**config.mk**
```make
export PLATFORM = sky130hd
export DESIGN_NAME = fifo_to_sdram_wr_controller
export DESIGN_NICKNAME = d
export VERILOG_FILES = /design/src/rtl/fifo_to_sdram_wr_controller.sv
export SDC_FILE = /design/constraint.sdc
export NUM_CORES = 1
export LEC_CHECK = 0
export CAP_MARGIN = 20
export CORE_UTILIZATION = 46
export DETAILED_ROUTE_END_ITERATION = 7
export PLACE_DENSITY = 0.77
export SLEW_MARGIN = 30
export SYNTH_ARGS = -nofsm -noshare
export SYNTH_HDL_FRONTEND = slang
export SYNTH_SLANG_ARGS = --single-unit
```
**constraint.sdc**
```tcl
create_clock -name clk -period 3.6 [get_ports clk]
set_clock_uncertainty 0.05 [all_clocks]
set_input_delay 0.9 -clock clk [delete_from_list [all_inputs] [get_ports clk]]
set_output_delay 0.9 -clock clk [all_outputs]
set_load 0.02 [all_outputs]
```
**src/rtl/fifo_to_sdram_wr_controller.sv**
```systemverilog
// fifo_to_sdram_wr_controller
//
// Write-side controller for the FIFO that feeds the SDRAM writer. It packs an
// 8-bit byte stream into 16-bit words and issues one single-cycle wrreq per
// word. The source is throttled from the FIFO fill level. burst_avail flags
// when a full SDRAM burst is buffered.
//
// Ports:
//   clk           : single clock, rising edge
//   rst_n         : asynchronous active-low reset
//   byte_in       : source byte
//   byte_valid    : byte_in valid this cycle
//   byte_ready    : controller can accept a byte (registered)
//   flush         : pad a pending odd byte with 0x00 and write it out
//   usedw         : FIFO write-side used-word count
//   wrreq         : FIFO write strobe, one cycle per word
//   data          : FIFO write data, holds its value between writes
//   burst_avail   : usedw >= BURST_LEN (registered)
//   words_written : wrapping count of words written
//   overflow      : sticky, a byte was offered while not ready and was lost
module fifo_to_sdram_wr_controller #(
    parameter int FIFO_DEPTH   = 1024,
    parameter int AFULL_MARGIN = 4,
    parameter int BURST_LEN    = 256,
    parameter bit LOW_FIRST    = 1'b1
) (
    input  logic        clk,
    input  logic        rst_n,
    input  logic [7:0]  byte_in,
    input  logic        byte_valid,
    output logic        byte_ready,
    input  logic        flush,
    input  logic [9:0]  usedw,
    output logic        wrreq,
    output logic [15:0] data,
    output logic        burst_avail,
    output logic [15:0] words_written,
    output logic        overflow
);

    typedef enum logic {
        EMPTY = 1'b0,
        HALF  = 1'b1
    } state_t;

    // Thresholds are compared at 11 bits so usedw = 1023 can never wrap.
    localparam logic [10:0] READY_TH = 11'(FIFO_DEPTH - AFULL_MARGIN);
    localparam logic [10:0] BURST_TH = 11'(BURST_LEN);

    state_t      state_q, state_d;
    logic [7:0]  lo_reg_q, lo_reg_d;
    logic        wrreq_q, wrreq_d;
    logic [15:0] data_q, data_d;
    logic        byte_ready_q, byte_ready_d;
    logic        burst_avail_q, burst_avail_d;
    logic [15:0] words_written_q, words_written_d;
    logic        overflow_q, overflow_d;

    logic        accept;
    logic [10:0] usedw_ext;

    // first is the byte that arrived earlier; LOW_FIRST decides which lane it takes.
    function automatic logic [15:0] pack_pair(input logic [7:0] first,
                                              input logic [7:0] second);
        if (LOW_FIRST)
            return {second, first};
        else
            return {first, second};
    endfunction

    assign accept    = byte_valid && byte_ready_q;
    assign usedw_ext = {1'b0, usedw};

    always_comb begin
        state_d         = state_q;
        lo_reg_d        = lo_reg_q;
        wrreq_d         = 1'b0;
        data_d          = data_q;

        unique case (state_q)
            EMPTY: begin
                if (accept && flush) begin
                    // Lone byte with flush: write it padded, no need to hold it.
                    wrreq_d = 1'b1;
                    data_d  = pack_pair(byte_in, 8'h00);
                end else if (accept) begin
                    lo_reg_d = byte_in;
                    state_d  = HALF;
                end
            end
            HALF: begin
                if (accept) begin
                    // A completing byte takes priority over flush.
                    wrreq_d = 1'b1;
                    data_d  = pack_pair(lo_reg_q, byte_in);
                    state_d = EMPTY;
                end else if (flush) begin
                    wrreq_d = 1'b1;
                    data_d  = pack_pair(lo_reg_q, 8'h00);
                    state_d = EMPTY;
                end
            end
            default: state_d = EMPTY;
        endcase

        // Counted together with the strobe so the count and wrreq move on the same edge.
        words_written_d = wrreq_d ? words_written_q + 16'd1 : words_written_q;
        byte_ready_d    = (usedw_ext < READY_TH);
        burst_avail_d   = (usedw_ext >= BURST_TH);
        overflow_d      = overflow_q || (byte_valid && !byte_ready_q);
    end

    always_ff @(posedge clk or negedge rst_n) begin
        if (!rst_n) begin
            state_q         <= EMPTY;
            lo_reg_q        <= 8'h00;
            wrreq_q         <= 1'b0;
            data_q          <= 16'h0000;
            byte_ready_q    <= 1'b0;
            burst_avail_q   <= 1'b0;
            words_written_q <= 16'h0000;
            overflow_q      <= 1'b0;
        end else begin
            state_q         <= state_d;
            lo_reg_q        <= lo_reg_d;
            wrreq_q         <= wrreq_d;
            data_q          <= data_d;
            byte_ready_q    <= byte_ready_d;
            burst_avail_q   <= burst_avail_d;
            words_written_q <= words_written_d;
            overflow_q      <= overflow_d;
        end
    end

    assign wrreq         = wrreq_q;
    assign data          = data_q;
    assign byte_ready    = byte_ready_q;
    assign burst_avail   = burst_avail_q;
    assign words_written = words_written_q;
    assign overflow      = overflow_q;

endmodule
```
Word-level counts from Yosys, hierarchy flattened
Cells that the tools add are included.
{"block": "totals", "register_bits": 45, "out_inout_bits": 36, "elab_cells": 35}
{"block": "classes", "n_addsub": 1, "magnitude_cmp": 2, "n_eq_ne": 2, "n_mux": 13, "bitwise_logic": 2, "n_reduce_logical": 7}
{"cell": "$mux W16", "n": 3}
{"cell": "$pmux W16 S2", "n": 1}
{"cell": "$add A16 B1 Y16 const B", "n": 1}
{"cell": "$ge A10 B9 Y1 const B", "n": 1}
{"cell": "$lt A10 B10 Y1 const B", "n": 1}
{"cell": "$mux W1", "n": 7}
{"cell": "$pmux W1 S2", "n": 2}
{"cell": "$logic_and A1 B1 Y1", "n": 3}
{"cell": "$ne A3 B2 Y1 const B", "n": 1}
{"cell": "$reduce_and A3 Y1", "n": 1}
{"cell": "$ne A2 B2 Y1 const B", "n": 1}
{"cell": "$not A1 Y1", "n": 2}
{"cell": "$reduce_and A2 Y1", "n": 1}
{"cell": "$logic_not A1 Y1", "n": 1}
{"cell": "$logic_or A1 B1 Y1", "n": 1}

Logic depth before layout (Yosys ltp)
Gate-level depths: netlist (run 1).
{"block": "depth", "ltp_word": 4, "depth_mapped": 6, "ltp_nobuf": 5}

Worst setup path after synthesis (run 1)
OpenSTA, ideal clock, no wires.
{"block": "synth_path", "kind": "input to register", "start": "input port flush", "end": "register data_q[13] (netlist: data[13])", "t_arrival_ns": 1.751, "t_required_ns": 3.429, "slack_ns": 1.678, "stages": 5, "path_buffers": 2, "path_cell_list": "a31oi_1 or2_1 buf_2 buf_6 a22o_1"}
{"block": "synth_between", "elab_chain_cells": 3}
{"element": "start, declared", "line": "32", "source": "input logic flush,"}
{"element": "$logic_and A1 B1 Y1", "line": "82", "source": "if (accept && flush) begin"}
{"element": "$ne A2 B2 Y1 (no source line)"}
{"element": "$reduce_and A2 Y1 (no source line) *"}
{"element": "end signal, assigned", "line": "127", "source": "data_q <= data_d;"}
{"element": "end, declared", "line": "53", "source": "logic [15:0] data_q, data_d;"}
Every way passes the cells marked *; elsewhere a longest branch is shown, timed or not.
A chain may end at the register's enable or synchronous reset.

Worst setup path after layout (run 1)
{"block": "layout_path", "start": "register words_written_q[7] (netlist: words_written[7])", "end": "output port words_written[7]"}
{"element": "start, declared", "line": "56", "source": "logic [15:0] words_written_q, words_written_d;"}
{"element": "start signal, assigned", "line": "130", "source": "words_written_q <= words_written_d;"}
{"element": "end, declared", "line": "37", "source": "output logic [15:0] words_written,"}
No word-level cell between the ends.

==> impl_metrics.tcl, run 1 <==
set metrics [dict create \
    status "finished, final reports clean" \
    multi_input_area_um2 688 \
    crit_path_max_fanout 6 \
    io_buffers 55 \
    cts_max_level 2 \
    dp_cells 246 \
    drc 0 \
    synthDistinctLibCells 29 \
    hp-class "reg2reg" \
    cp.required_ns 2.65 \
    ctsHoldBuffers 0 \
    cts_inserted_buffers 5 \
    rsz0062_at_grt "no" \
    dpl.hpwl_mm 2.65 \
    synthTopCellsByArea "dfrtp_1 (61%), xnor2_1 (6.6%), mux2_1 (4.8%), mux2i_1 (4.3%), a22o_1 (3.8%)" \
    drv_slew 0 \
    initial_core_util 0.493 \
    grt_pass1_vias 1362 \
    setup_ws_ns 1.27 \
    die_area_um2 4300 \
    dieHeight_um 65.6 \
    cts.sinks 45 \
    fillerInstances 272 \
    post-place-ws_ns 0.949 \
    power.total_mw 1.40 \
    synth_cells 148 \
    arrival_ns 1.38 \
    ys_ff_latch 45 \
    rows 22 \
    power.density_nw_per_um2 553 \
    path_buf_inv 1 \
    async_flop_share 1.00 \
    vias 1335 \
    setup_viol 0 \
    path_clk_slew_ns 0.08 \
    viasPerCell 5.26 \
    seq_area_frac_synth 0.606 \
    tns_ns 0 \
    period_needed_ns 2.33 \
    ys_top_cells_by_count "dfrtp_1 (45), nand2_1 (17), xnor2_1 (14)" \
    coreArea_um2 3770 \
    crit_chain "clkdlybuf4s50_1" \
    clockBufferDepth 2 \
    max_stage_delay_ns 0.64 \
    synth_edf_count 0 \
    worstMarginPinSlew_ns 0.629 \
    crit_type "reg2out" \
    track_usage 0.200 \
    cts_resized 0 \
    slew_headroom 0.581 \
    antenna_left 0 \
    layoutNonFillerInstCount 254 \
    vdd_drop_max_uv 325 \
    wire_per_inst_um 14.4 \
    diodes 0 \
    clkLatencyLatePin_ns 0.30 \
    syn_nets 171 \
    seqCellArea_um2 1130 \
    ios 58 \
    fin_crit_sh 0.648 \
    ff2ff_setup_slack_ns 1.68 \
    final_nets 228 \
    drive_gt1_frac 0.0777 \
    endpoint_kind "output port" \
    timing.max_cap.violations 0 \
    power_leakage_nw 1.11 \
    grt_max_degree 46 \
    ctsRootBufferMaster "clkbuf_8" \
    synthesis.area_um2 1860 \
    grt_antenna_before_repair 0 \
    cts_setup_buffers 0 \
    dr.first_iter.drc_count 17 \
    cp_top_family "buffers and inverters" \
    start_kind "register" \
    yosysMostFrequentCell "dfrtp_1" \
    utilization 0.673 \
    ys.flop_type "dfrtp_1" \
    yosys_warnings 0 \
    syn_area_per_cell_um2 12.6 \
    die_w_um 65.6 \
    cts_tree "yes" \
    grt_pass1_wl_mm 6.33 \
    slowest_stage "clkdlybuf4s50_1" \
    hold_viol 0 \
    drtPass1Iterations 6 \
    routed_wl_mm 3.67 \
    place_congestion 0.721 \
    syn_to_final_growth_pct 36.6 \
    synth_top_area_cell "dfrtp_1" \
    fmax_mhz 428 \
    overflow 0 \
    synth_top_area_share 0.606 \
]
[per-layer routing]
| metal | wire [µm] | vias to the layer above | track usage |
|---|---|---|---|
| li1 | - | 628 | - |
| met1 | 1560 | 657 | 0.234 |
| met2 | 1870 | 43 | 0.339 |
| met3 | 188 | 7 | 0.0660 |
| met4 | 52 | 0 | 0.0761 |
| met5 | 0 | - | 0 |
[through the flow]
step,cell area (µm²),hold WS (ns)
CTS,2540,0.413
global placement,2430,0.389
detailed placement,2430,0.401
finish,2540,0.413
floorplan,1860,0.408
global route,2540,0.447
[cells in the final DEF, fill, tap and decap left out, types with 2 or more instances in the layout]
cell,instances
o21ai_1,8
or2_2,2
buf_4,2
nor3_2,2
mux2_1,8
a22o_1,8
dfrtp_1,45
and3_1,5
xor2_1,2
clkbuf_8,7
clkdlybuf4s50_1,54
xnor2_1,14
nand4_1,6
nand2_1,17
mux2i_1,8
nand3_1,6
[cell families (layout without fill, tap and decap cells)]
logic type                 Yosys count  in the layout  synth area share
AOI/OAI and AO/OA                   19             19            0.0694
xor gates and xnor gates            16             16            0.0754
adders and majority gates            1              1           0.00673
buffers and inverters                8             66            0.0236
DFF                                 45             45             0.606
muxes                               16             16            0.0916
and+or+nand+nor                     43             43             0.127
[registers in the layout (all words and copies together) (netlist names)]
| name | cells |
|---|---|
| byte_ready | 1 |
| burst_avail | 1 |
| data | 16 |
| wrreq | 1 |
| lo_reg_q | 8 |
| overflow | 1 |
| state_q | 1 |
| words_written | 16 |
[cell type report]
cell class,count,area share
clock inverter,1,0.00197
inverter,2,0.00296
multi-input combinational,95,0.271
timing repair buffer,56,0.219
tap,48,0.0237
sequential,45,0.444
clock buffer,7,0.0379
[worst paths after layout]
check                            startpoint           endpoint  cells past startpoint
setup / recovery           words_written[7]   words_written[7]                      1
hold / removal                     overflow           overflow                      1
setup reg to reg                    state_q  words_written[15]                      4
hold reg to reg                    overflow           overflow                      1
max in group asynchronous             rst_n            data[3]                      1
min in group asynchronous             rst_n   words_written[4]                      1
[where the power goes]
| part | internal [mW] | switching, mW |
|---|---|---|
| Sequential | 0.593 | 0.0755 |
| Clock | 0.173 | 0.166 |
| Combinational | 0.202 | 0.193 |
No activity file was read; power rests on OpenSTA's default activity.
==> run 2, diff against run 1 <==
--- a/config.mk
+++ b/config.mk
@@ -6,9 +6,9 @@
 export NUM_CORES = 1
 export LEC_CHECK = 0
 export CAP_MARGIN = 20
-export CORE_UTILIZATION = 46
+export CORE_UTILIZATION = 41
 export DETAILED_ROUTE_END_ITERATION = 7
-export PLACE_DENSITY = 0.77
+export PLACE_DENSITY = 0.73
 export SLEW_MARGIN = 30
 export SYNTH_ARGS = -nofsm -noshare
 export SYNTH_HDL_FRONTEND = slang
==> constraint.sdc (replaced) <==
create_clock -name clk -period 1.9 [get_ports clk]
set_clock_uncertainty 0.05 [all_clocks]
set_input_delay 0.475 -clock clk [delete_from_list [all_inputs] [get_ports clk]]
set_output_delay 0.475 -clock clk [all_outputs]
set_load 0.02 [all_outputs]
==> run 2 against run 1 <==
Sequential power increased by 88%. Largest power group unchanged. Largest cell class unchanged. Setup slack lost 1.2 ns. Via count grew 3.5%. Combinational power rose by 100%. First-iteration DRC count grew to 5.3 times the previous value.
==> impl_metrics.tcl, run 2 (synthesis gave the netlist of run 1 again) <==
set metrics [dict create \
    place_congestion 0.754 \
    drc 0 \
    wire_per_inst_um 14.2 \
    hold_viol 0 \
    slowest_stage "clkdlybuf4s50_1" \
    setup_viol 0 \
    grt_pass1_vias 1527 \
    rsz0062_at_grt "no" \
    die_area_um2 4810 \
    fin_crit_sh 0.970 \
    timing.max_cap.violations 0 \
    cts_tree "yes" \
    path_clk_slew_ns 0.08 \
    grt_pass1_wl_mm 6.93 \
    drtPass1Iterations 5 \
    power.density_nw_per_um2 986 \
    ctsRootBufferMaster "clkbuf_8" \
    cts_max_level 2 \
    antenna_left 0 \
    fin_hold_ws_ns 0.199 \
    utilization 0.606 \
    status "finished, final reports clean" \
    dieHeight_um 69.3 \
    ios 58 \
    cts_setup_buffers 0 \
    viasPerCell 5.16 \
    vdd_drop_max_uv 479 \
    fillerInstances 342 \
    crit_path_max_fanout 4 \
    grt_max_degree 46 \
    vias 1382 \
    layout_common_cells "clkdlybuf4s50_1 (46), dfrtp_1 (45), nand2_1 (17)" \
    diodes 0 \
    crit_chain "clkdlybuf4s50_1" \
    layoutNonFillerInstCount 268 \
    power_leakage_nw 1.23 \
    slew_headroom 0.633 \
    dpl_cell_area_um2 2540 \
    die_w_um 69.3 \
    grt_antenna_before_repair 0 \
    cp.required_ns 1.37 \
    final_nets 238 \
    start_kind "register" \
    period_needed_ns 1.84 \
    cts.sinks 45 \
    hp-class "in2async" \
    clkLatencyLatePin_ns 0.29 \
    cts_inserted_buffers 5 \
    io_buffers 55 \
    syn_to_final_growth_pct 42.1 \
    max_stage_delay_ns 0.63 \
    ctsHoldBuffers 0 \
    final_common_cell "clkdlybuf4s50_1" \
    clockBufferDepth 2 \
    worstMarginPinSlew_ns 0.551 \
    dpl.hpwl_mm 2.81 \
    rows 24 \
    crit_type "reg2out" \
    routed_wl_mm 3.81 \
    coreArea_um2 4350 \
    drv_slew 0 \
    fmax_mhz 542 \
    track_usage 0.183 \
    power.total_mw 2.60 \
    initial_core_util 0.427 \
    dr.first_iter.drc_count 90 \
    path_buf_inv 1 \
    cp_top_family "buffers and inverters" \
    dp_cells 260 \
    drive_gt1_frac 0.111 \
    arrival_ns 1.32 \
    final_cell_area_um2 2640 \
    overflow 0 \
    endpoint_kind "output port" \
]
-- run 2: what timing repair did --
action	4_1_cts	5_1_grt
hold endpoints to repair	0	0
pin swaps	0	0
setup endpoints to repair	1	7
resized for setup	1	7
-- run 2: where the power goes --
group	internal [mW]	total [mW]	switching [mW]
clock	0.260	0.555	0.295
sequential	1.13	1.26	0.133
combinational	0.405	0.790	0.385
total	1.79	2.60	0.812
-- run 2: path summary, 6_finish.rpt --
path | start | end | slack (ns) | cells past startpoint
max | words_written[4] | words_written[4] | 0.06 | 1
min | rst_n | burst_avail | 0.20 | 2
max reg2reg | byte_ready | words_written[1] | 0.41 | 7
min reg2reg | words_written[15] | words_written[15] | 0.42 | 1
max in group asynchronous | rst_n | words_written[5] | 1.22 | 2
min in group clk | words_written[15] | words_written[15] | 0.42 | 1
-- run 2: layer usage --
metal / vias up / global-route usage / routed length [µm]
met5: - / 0 / 0
met4: 0 / 0.0567 / 29
met3: 4 / 0.0523 / 206
met2: 45 / 0.329 / 1950
met1: 686 / 0.209 / 1630
li1: 647 / - / -
-- run 2: layout make-up --
cell class | instances | area (µm²) | share of cell area
Sequential cell | 45 | 1130 | 0.427
Timing Repair Buffer | 66 | 669 | 0.254
Clock inverter | 1 | 7.51 | 0.00284
Clock buffer | 7 | 76.3 | 0.0289
Tap cell | 52 | 65.1 | 0.0246
Inverter | 2 | 7.51 | 0.00284
Multi-Input combinational cell | 95 | 688 | 0.261
-- run 2: stage by stage --
stage          setup WS (ns)  TNS (ns)
4_1_cts              0.00871         0
5_1_grt             0.000377         0
3_5_place_dp          -0.146     -3.25
3_3_place_gp          -0.126     -2.53
2_1_floorplan          0.331         0
6_report              0.0565         0
==> run 3, diff against run 2 <==
--- a/config.mk
+++ b/config.mk
@@ -6,6 +6,7 @@
 export NUM_CORES = 1
 export LEC_CHECK = 0
 export CAP_MARGIN = 20
+export CORE_MARGIN = 2
 export CORE_UTILIZATION = 41
 export DETAILED_ROUTE_END_ITERATION = 7
 export PLACE_DENSITY = 0.73
==> run 3 against run 2 <==
Register-to-register slack worse by 0.04 ns. Count of clock-buffer cells in the layout shrank 2. First-iteration DRC count shrank 26%. Maximum frequency up 0.13%. Total power grew 6.6%. Setup slack better by 0.0024 ns. Via count down 1.3%. Sequential share of layout area decreased by 0.42 points.
==> impl_metrics.tcl, run 3 (synthesis gave the netlist of run 1 again) <==
set metrics [dict create \
    grt_pass1_vias 1422 \
    cts_tree "yes" \
    cts_max_level 2 \
    drc 0 \
    overflow 0 \
    hp-class "in2async" \
    worstMarginPinSlew_ns 0.557 \
    post-place-ws_ns -0.187 \
    path_clk_slew_ns 0.09 \
    drv_slew 0 \
    coreArea_um2 4350 \
    vias 1364 \
    endpoint_kind "output port" \
    fin_crit_sh 0.969 \
    routed_wl_mm 4.07 \
    grt_antenna_before_repair 0 \
    dieHeight_um 71.3 \
    clockBufferDepth 2 \
    max_stage_delay_ns 0.62 \
    final_nets 238 \
    track_usage 0.167 \
    layoutNonFillerInstCount 268 \
    utilization 0.612 \
    vdd_drop_max_uv 619 \
    path_buf_inv 1 \
    final_cell_area_um2 2670 \
    drive_gt1_frac 0.120 \
    die_area_um2 5090 \
    grt_max_degree 46 \
    dp_cells 260 \
    seqCellArea_um2 1130 \
    layout_common_cells "dfrtp_1 (45), clkdlybuf4s50_1 (45), nand2_1 (17)" \
    cts.sinks 45 \
    ctsRootBufferMaster "clkbuf_8" \
    fillerInstances 343 \
    dpl.hpwl_mm 2.95 \
    cp.required_ns 1.37 \
    clkLatencyLatePin_ns 0.30 \
    period_needed_ns 1.84 \
    power.density_nw_per_um2 1040 \
    setup_viol 0 \
    crit_chain "clkdlybuf4s50_1" \
    dpl_cell_area_um2 2540 \
    power_leakage_nw 1.25 \
    cp_top_family "buffers and inverters" \
    slowest_stage "clkdlybuf4s50_1" \
    ctsHoldBuffers 0 \
    start_kind "register" \
    multi_input_area_um2 688 \
    setup_ws_ns 0.0588 \
    fmax_mhz 543 \
    antenna_left 0 \
    cts_inserted_buffers 5 \
    ios 58 \
    diodes 0 \
    tns_ns 0 \
    slew_headroom 0.629 \
    place_congestion 0.815 \
    hold_viol 0 \
    arrival_ns 1.32 \
    status "finished, final reports clean" \
    timing.max_cap.violations 0 \
    dr.first_iter.drc_count 67 \
    io_buffers 55 \
    drtPass1Iterations 4 \
    rsz0062_at_grt "no" \
    crit_path_max_fanout 4 \
    viasPerCell 5.09 \
    die_w_um 71.3 \
    grt_pass1_wl_mm 6.52 \
    wire_per_inst_um 15.2 \
    initial_core_util 0.427 \
    syn_to_final_growth_pct 43.5 \
    crit_type "reg2out" \
    rows 24 \
]
[run 3: changes by cell type in the layout (fill, tap and decap cells not counted)]
cell / before / now
dlygate4sd2_1: 1 / 3
clkdlybuf4s50_1: 46 / 45
clkinv_4: 0 / 1
clkbuf_1: 2 / 0
bufinv_16: 0 / 1
dlymetal6s2s_1: 7 / 6
[run 3: final cells by class]
type                            instances  area share
Inverter                                2     0.00282
Clock inverter                          3      0.0174
Sequential cell                        45       0.422
Tap cell                               52      0.0244
Timing Repair Buffer                   66       0.249
Multi-Input combinational cell         95       0.258
Clock buffer                            5      0.0258
[run 3: final timing paths]
kind | from | endpoint | slack, ns | cells past startpoint
setup / recovery | words_written[4] | words_written[4] | 0.06 | 1
hold / removal | rst_n | words_written[15] | 0.20 | 2
setup reg to reg | byte_ready | words_written[1] | 0.37 | 7
hold reg to reg | overflow | overflow | 0.42 | 1
max in group asynchronous | rst_n | words_written[13] | 1.23 | 2
min in group clk | overflow | overflow | 0.42 | 1
[run 3: through the flow]
stage	power [mW]	hold slack, ns
finish	2.77	0.197
global route	2.92	0.238
CTS	2.82	0.204
detailed placement	2.09	0.401
global placement	2.05	0.391
floorplan	1.65	0.129
[run 3: routing by layer]
layer	GRT usage	wire [µm]	part of all wire
met1	0.179	1660	0.41
met2	0.298	2110	0.52
met3	0.0563	227	0.056
met4	0.0713	68	0.017
met5	0	0	0
[run 3: repair_timing]
| item | in CTS | in global routing |
|---|---|---|
| setup buffers | 0 | 0 |
| pin swaps | 0 | 0 |
| gates resized for setup | 3 | 6 |
| setup endpoints to repair | 3 | 6 |
| gates cloned | 0 | 0 |
[run 3: power by group]
group | switching [mW] | internal [mW]
Combinational | 0.389 | 0.401
Sequential | 0.138 | 1.12
Clock | 0.327 | 0.393
Total | 0.854 | 1.92
